[config.mk]
export PLATFORM = sky130hd
export DESIGN_NAME = vic_int_arb
export DESIGN_NICKNAME = d
export VERILOG_FILES = /design/src/rtl/wic_pkg.sv /design/src/rtl/vic_prio_sel.sv /design/src/rtl/vic_int_arb.sv
export SDC_FILE = /design/constraint.sdc
export NUM_CORES = 1
export LEC_CHECK = 0
export ABC_AREA = 1
export CORE_ASPECT_RATIO = 0.5
export CORE_UTILIZATION = 49
export DETAILED_ROUTE_END_ITERATION = 6
export HOLD_SLACK_MARGIN = 0.15
export PLACE_DENSITY = 0.9
export SLEW_MARGIN = 20
export SYNTH_ARGS = -nofsm -noshare
export SYNTH_HDL_FRONTEND = slang
export SYNTH_SLANG_ARGS = --single-unit
[constraint.sdc]
create_clock -name wic_clk -period 5.6 [get_ports wic_clk]
set_input_delay 1.12 -clock wic_clk [delete_from_list [all_inputs] [get_ports wic_clk]]
set_output_delay 1.12 -clock wic_clk [all_outputs]
set_load 0.02 [all_outputs]
[src/rtl/wic_pkg.sv]
// Shared constants for the VIC interrupt arbiter: default sizing, vector width
// and the arbiter FSM encoding.
package wic_pkg;
  localparam int DEF_INT_NUM    = 32;
  localparam int DEF_PRIO_W     = 2;
  localparam int DEF_NEST_DEPTH = 4;
  localparam int VEC_W          = 5;

  localparam logic [1:0] ST_IDLE = 2'd0;
  localparam logic [1:0] ST_REQ  = 2'd1;
  localparam logic [1:0] ST_CLR  = 2'd2;
endpackage

[src/rtl/vic_prio_sel.sv]
// Combinational winner select: highest priority among candidates, lowest index on ties.
module vic_prio_sel import wic_pkg::*; #(
  parameter int INT_NUM = DEF_INT_NUM,
  parameter int PRIO_W  = DEF_PRIO_W
) (
  input  logic [INT_NUM-1:0]        cand,
  input  logic [INT_NUM*PRIO_W-1:0] int_prio,
  output logic                      winner_vld,
  output logic [VEC_W-1:0]          winner_vec,
  output logic [PRIO_W-1:0]         winner_prio
);
  logic [INT_NUM-1:0][PRIO_W-1:0] prio_a;

  assign prio_a = int_prio;

  // Ascending scan replacing only on strictly greater priority keeps the lowest index on ties.
  always_comb begin
    winner_vld  = 1'b0;
    winner_vec  = '0;
    winner_prio = '0;
    for (int i = 0; i < INT_NUM; i++) begin
      if (cand[i] && (!winner_vld || (prio_a[i] > winner_prio))) begin
        winner_vld  = 1'b1;
        winner_vec  = VEC_W'(i);
        winner_prio = prio_a[i];
      end
    end
  end
endmodule

[src/rtl/vic_int_arb.sv]
// Interrupt arbiter: presents the best qualifying source to the CPU, tracks nested
// handler priorities on a stack and pulses the WIC pending-clear on acknowledge.
module vic_int_arb import wic_pkg::*; #(
  parameter int INT_NUM    = DEF_INT_NUM,
  parameter int PRIO_W     = DEF_PRIO_W,
  parameter int NEST_DEPTH = DEF_NEST_DEPTH
) (
  input  logic                      wic_clk,
  input  logic                      pad_cpu_rst_b,
  input  logic [INT_NUM-1:0]        int_pending,
  input  logic [INT_NUM-1:0]        int_enable,
  input  logic [INT_NUM*PRIO_W-1:0] int_prio,
  input  logic                      arb_en,
  input  logic                      cpu_int_ack,
  input  logic                      cpu_int_exit,
  output logic                      arb_int_req,
  output logic [VEC_W-1:0]          arb_int_vec,
  output logic [PRIO_W-1:0]         arb_int_prio,
  output logic [INT_NUM-1:0]        arb_pending_clr,
  output logic [2:0]                arb_nest_lvl,
  output logic                      arb_exit_err
);
  logic [1:0]                        state_q, state_d;
  logic [VEC_W-1:0]                  vec_q, vec_d;
  logic [PRIO_W-1:0]                 prio_q, prio_d;
  logic [2:0]                        lvl_q, lvl_d;
  logic                              err_q, err_d;
  logic [NEST_DEPTH-1:0][PRIO_W-1:0] stk_q, stk_d;

  logic              w_vld;
  logic [VEC_W-1:0]  w_vec;
  logic [PRIO_W-1:0] w_prio;
  logic [PRIO_W-1:0] top;
  logic              qual, push, pop;

  vic_prio_sel #(.INT_NUM(INT_NUM), .PRIO_W(PRIO_W)) u_sel (
    .cand        (int_pending & int_enable),
    .int_prio    (int_prio),
    .winner_vld  (w_vld),
    .winner_vec  (w_vec),
    .winner_prio (w_prio)
  );

  always_comb begin
    top = '0;
    for (int i = 0; i < NEST_DEPTH; i++)
      if (i == int'(lvl_q) - 1) top = stk_q[i];
  end

  assign qual = arb_en && w_vld && (int'(lvl_q) < NEST_DEPTH) &&
                ((lvl_q == 3'd0) || (w_prio > top));
  assign push = (state_q == ST_REQ) && cpu_int_ack;
  assign pop  = cpu_int_exit && (lvl_q != 3'd0);

  // Simultaneous pop+push overwrites the current top in place.
  always_comb begin
    stk_d = stk_q;
    lvl_d = lvl_q;
    err_d = err_q | (cpu_int_exit && (lvl_q == 3'd0));
    for (int i = 0; i < NEST_DEPTH; i++) begin
      if (push && pop && (i == int'(lvl_q) - 1)) stk_d[i] = prio_q;
      else if (push && !pop && (i == int'(lvl_q))) stk_d[i] = prio_q;
    end
    if (push && !pop)      lvl_d = lvl_q + 3'd1;
    else if (pop && !push) lvl_d = lvl_q - 3'd1;
  end

  always_comb begin
    state_d = state_q;
    vec_d   = vec_q;
    prio_d  = prio_q;
    case (state_q)
      ST_IDLE: if (qual) begin
        vec_d   = w_vec;
        prio_d  = w_prio;
        state_d = ST_REQ;
      end
      ST_REQ: begin
        if (cpu_int_ack) state_d = ST_CLR;
        else if (qual) begin
          vec_d  = w_vec;
          prio_d = w_prio;
        end else state_d = ST_IDLE;
      end
      default: state_d = ST_IDLE;
    endcase
  end

  always_ff @(posedge wic_clk or negedge pad_cpu_rst_b) begin
    if (!pad_cpu_rst_b) begin
      state_q <= ST_IDLE;
      vec_q   <= '0;
      prio_q  <= '0;
      lvl_q   <= '0;
      err_q   <= 1'b0;
      stk_q   <= '0;
    end else begin
      state_q <= state_d;
      vec_q   <= vec_d;
      prio_q  <= prio_d;
      lvl_q   <= lvl_d;
      err_q   <= err_d;
      stk_q   <= stk_d;
    end
  end

  always_comb begin
    arb_pending_clr = '0;
    if (state_q == ST_CLR) arb_pending_clr[vec_q] = 1'b1;
  end

  assign arb_int_req  = (state_q == ST_REQ);
  assign arb_int_vec  = vec_q;
  assign arb_int_prio = prio_q;
  assign arb_nest_lvl = lvl_q;
  assign arb_exit_err = err_q;
endmodule

==> impl_metrics.tcl, run 1 <==
set metrics [dict create \
    yosysMostFrequentCell "nand2_1" \
    avgSynthCellArea_um2 5.80 \
    die_w_um 138 \
    row_count 24 \
    netlist_top_cells_count "nand2_1 (171), inv_1 (156), nor2_1 (84)" \
    yosys-top-cells-area "nand2_1 (14%), inv_1 (13%), ha_1 (12%)" \
    seq_area_frac_synth_pct 11.5 \
    synthesis.area_mm2 0.00456 \
    synth_top_area_share_pct 14.1 \
    yosys_warnings 0 \
    clock_sinks 21 \
    gp_congestion 0.924 \
    htreeDepth 1 \
    die-height_um 70.2 \
    hold_buffers 0 \
    ios 177 \
    cts_inserted_buffers 3 \
    port_buffers 176 \
    ys_seq_elements 21 \
    postCtsSetupRepairBufs 95 \
    async_flop_share_pct 100 \
    synth_edf_count 0 \
    synth_flop_cell "dfrtp_1" \
    syn-num-nets 964 \
    synthCells 787 \
    hpwl_um 15000 \
    ctsRootBufferMaster "clkbuf_16" \
    start_util_pct 51.5 \
    status "did not finish" \
    cts_resized 141 \
    synth_cell_types 38 \
    stop_error "[ERROR DPL-0038] Utilization greater than 100%, impossible to legalize" \
    lastStage "clock tree synthesis (4_1_cts)" \
    yosys.area.top_type "nand2_1" \
    cts_buffer_depth 2 \
]
## kinds of logic after synthesis
logic type | after synthesis | synth area share (%)
compound gates | 111 | 13.5
mux | 2 | 0.494
simple gates | 441 | 47.8
buf+inv | 166 | 14.0
xor+xnor | 2 | 0.384
flops | 21 | 11.5
fa+ha+maj | 44 | 12.2
## metrics by stage
stage	instances	area, um2	setup WS, ns
after floorplan	787	4860	-22.81
after global placement	1260	8120	-23.59
after detailed placement	1260	8120	-25.63
==> run 2: changes to the inputs <==
--- a/config.mk
+++ b/config.mk
@@ -6,11 +6,9 @@
 export NUM_CORES = 1
 export LEC_CHECK = 0
 export ABC_AREA = 1
-export CORE_ASPECT_RATIO = 0.5
-export CORE_UTILIZATION = 49
+export CORE_UTILIZATION = 35
 export DETAILED_ROUTE_END_ITERATION = 6
-export HOLD_SLACK_MARGIN = 0.15
-export PLACE_DENSITY = 0.9
+export PLACE_DENSITY_LB_ADDON = 0.15
 export SLEW_MARGIN = 20
 export SYNTH_ARGS = -nofsm -noshare
 export SYNTH_HDL_FRONTEND = slang
==> run 2 against run 1 <==
Compared with the run above: the flow now finishes, with violations (setup timing); synthesized cell count unchanged; area after synthesis unchanged.
==> impl_metrics.tcl, run 2 <==
set metrics [dict create \
    status "finished with violations" \
    violations "setup timing" \
    vias_per_cell 4.76 \
    synthSimpleGateAreaFrac_pct 47.8 \
    path_buf_inv 31 \
    vias 6983 \
    core_area_mm2 0.0127 \
    synth_cell_types 38 \
    p_per_area_mw_per_mm2 391 \
    dr.pass1.iters 5 \
    synth-adder-area-share_pct 12.2 \
    port_buffers 176 \
    placed_area_mm2 0.00831 \
    final_cells 1467 \
    ir_worst_vdd_mv 0.215 \
    finClkSkew_ns 0.00139 \
    min_path_cells 1 \
    dp_slack_ns -24.75 \
    grt_pass1_vias 6654 \
    post-place-cells 1330 \
    postRouteAntennaNets 0 \
    synthesis.area_mm2 0.00456 \
    path_common_cell "nand2_2" \
    synth_flop_cell "dfrtp_1" \
    cp_slowest_cell "ha_1" \
    ctsRootBufferMaster "clkbuf_16" \
    synth_edf_count 0 \
    crit_path_max_fanout 5 \
    ios 177 \
    wl_per_cell_um 13.0 \
    synth_top_area_share_pct 14.1 \
    antenna_found_initial 0 \
    start_kind "input port" \
    clock_latency_ns 0.25 \
    hpwl_um 12100 \
    finalWorstSetupSlack_ns -24.26 \
    areaGrowthSynthToFinish_pct 127 \
    rsz0062_at_grt "yes" \
    netlist_top_cells_count "nand2_1 (171), inv_1 (156), nor2_1 (84)" \
    fill_cells 811 \
    layout-drive-gt1-share_pct 48.8 \
    finalSetupTns_ns -191.82 \
    reg2reg_from "arb_nest_lvl[1]" \
    hold_buffers 0 \
    synth_top_family_by_area "simple AND/OR/NAND/NOR gates" \
    r2r_slack_ns 2.58 \
    p_leak_nw 5.36 \
    antenna_cells 0 \
    final_cell_mix "buf_4 (324), clkdlybuf4s50_1 (170), inv_1 (140)" \
    drtIter0Drc 280 \
    yosys_warnings 0 \
    finalHoldViolations 0 \
    hold_path.class "reg2reg" \
    synth_mux_area_share_pct 0.494 \
    fin_crit_ns 29.86 \
    grt_pass1_wl_um 27100 \
    reg2reg_depth 21 \
    rr_endpoint "arb_int_vec[4]" \
    cpPeakStageDelay_ns 0.30 \
    ys_seq_elements 21 \
    start_util_pct 36.0 \
    cts_buffer_depth 2 \
    arrival_ns 29.98 \
    period_share_pct 533 \
    fin_nets 1473 \
    die-height_um 116 \
    min_from "arb_exit_err" \
    synthCells 787 \
    gp_congestion 0.858 \
    grtUsageTotal_pct 24.1 \
    synth-xor-area-share_pct 0.384 \
    largest_reg_flops 8 \
    seq_area_frac_synth_pct 11.5 \
    final_common_cell "buf_4" \
    regMostFlops "stk_q" \
    die_w_um 116 \
    slew_viol_final 0 \
    hold_slack_ns 0.496 \
    relSlewSlack_pct 37.4 \
    min_to "arb_exit_err" \
    avgSynthCellArea_um2 5.80 \
    cp.required_ns 5.73 \
    cts_inserted_buffers 3 \
    max_freq_mhz 33.5 \
    cts_tree "done" \
    critPathTopFamily "simple AND/OR/NAND/NOR gates" \
    drc 0 \
    die_area_mm2 0.0135 \
    finalInstanceArea_mm2 0.0104 \
    yosys-top-cells-area "nand2_1 (14%), inv_1 (13%), ha_1 (12%)" \
    routed_wl_um 19100 \
    cts.clk_slew.worst_paths_ns 0.06 \
    htreeDepth 1 \
    async_flop_share_pct 100 \
    drv_cap 0 \
    syn-num-nets 964 \
    grt.overflow.total 0 \
    crit_type "in2reg" \
    yosys.area.top_type "nand2_1" \
    row_count 41 \
    clock_sinks 21 \
    synth_compound_area_share_pct 13.5 \
    yosysMostFrequentCell "nand2_1" \
    grt_max_degree 22 \
    finalSetupViolCount 8 \
    worst_setup_path_end_kind "register" \
    tightestPinTransition_ns 0.935 \
]
-- run 2: cell counts after synthesis --
No cell type changed its count.
-- run 2: metrics by stage --
stage | utilization [%] | power [mW]
2_1_floorplan | - | 1.75
3_3_place_gp | 65.5 | 2.54
3_5_place_dp | 65.5 | 2.60
4_1_cts | 75.4 | 3.39
5_1_grt | 81.8 | 4.36
6_report | 81.8 | 4.06
-- run 2: logic make-up (layout without fill, tap and decap cells) --
group                      after synthesis  after routing
and+or+nand+nor                        441            441
buffers and inverters                  166            674
AOI/OAI and AO/OA                      111            111
adders and majority gates               44             44
DFF                                     21             21
xor gates and xnor gates                 2              2
muxes                                    2              2
-- run 2: how the worst max path moves through the flow --
| stage | from | to | slack (ns) | cells after the start |
|---|---|---|---|---|
| floorplan | int_pending[0] | arb_int_vec[3] | -22.81 | 236 |
| global placement | int_pending[0] | arb_int_vec[3] | -24.13 | 245 |
| detailed placement | int_pending[0] | arb_int_vec[3] | -24.75 | 245 |
| CTS | int_pending[0] | arb_int_vec[3] | -23.24 | 244 |
| global route | int_pending[0] | arb_int_vec[3] | -25.82 | 234 |
| finish | int_prio[1] | arb_int_vec[4] | -24.26 | 235 |
-- run 2: layout make-up --
type | instances | area [um2] | share of cell area, %
clock buffers | 3 | 75.1 | 0.724
clock inverters | 1 | 5.00 | 0.0483
inverters | 166 | 646 | 6.23
multi-input cells | 600 | 4660 | 44.9
flip-flops and latches | 21 | 526 | 5.07
well taps | 172 | 215 | 2.08
repair buffers | 504 | 4240 | 40.9
-- run 2: power breakdown --
part           total, mW  switching (mW)  internal [mW]  leakage, nW
registers          0.291          0.0727          0.218        0.241
logic               3.62            1.71           1.91         5.07
clock network      0.150          0.0544         0.0959       0.0409
total               4.06            1.83           2.22         5.36
-- run 2: worst reg2reg max path, delay by kind of cell (launching register included) --
kind | cells | cell delay, ns
buf+inv | 6 | 0.55
simple gates | 10 | 1.09
fa+ha+maj | 1 | 0.28
compound gates | 4 | 0.56
flops | 1 | 0.43
-- run 2: routing by layer --
layer  share of wire [%]  track usage, %  wire length (um)  vias up
li1                    -               -                 -     3529
met2                  53            47.3             10200      183
met3                 3.3            1.71               632       54
met1                  41            28.0              7760     3217
met4                 3.0            5.81               573        0
met5                   0               0                 0        -
-- run 2: repair_timing --
item | CTS | global route
pin swaps | 101 | 138
resized for setup | 106 | 98
setup endpoints to repair | 8 | 8
setup buffers | 103 | 32
cloned | 0 | 0
No activity file was read; power rests on OpenSTA's default activity.
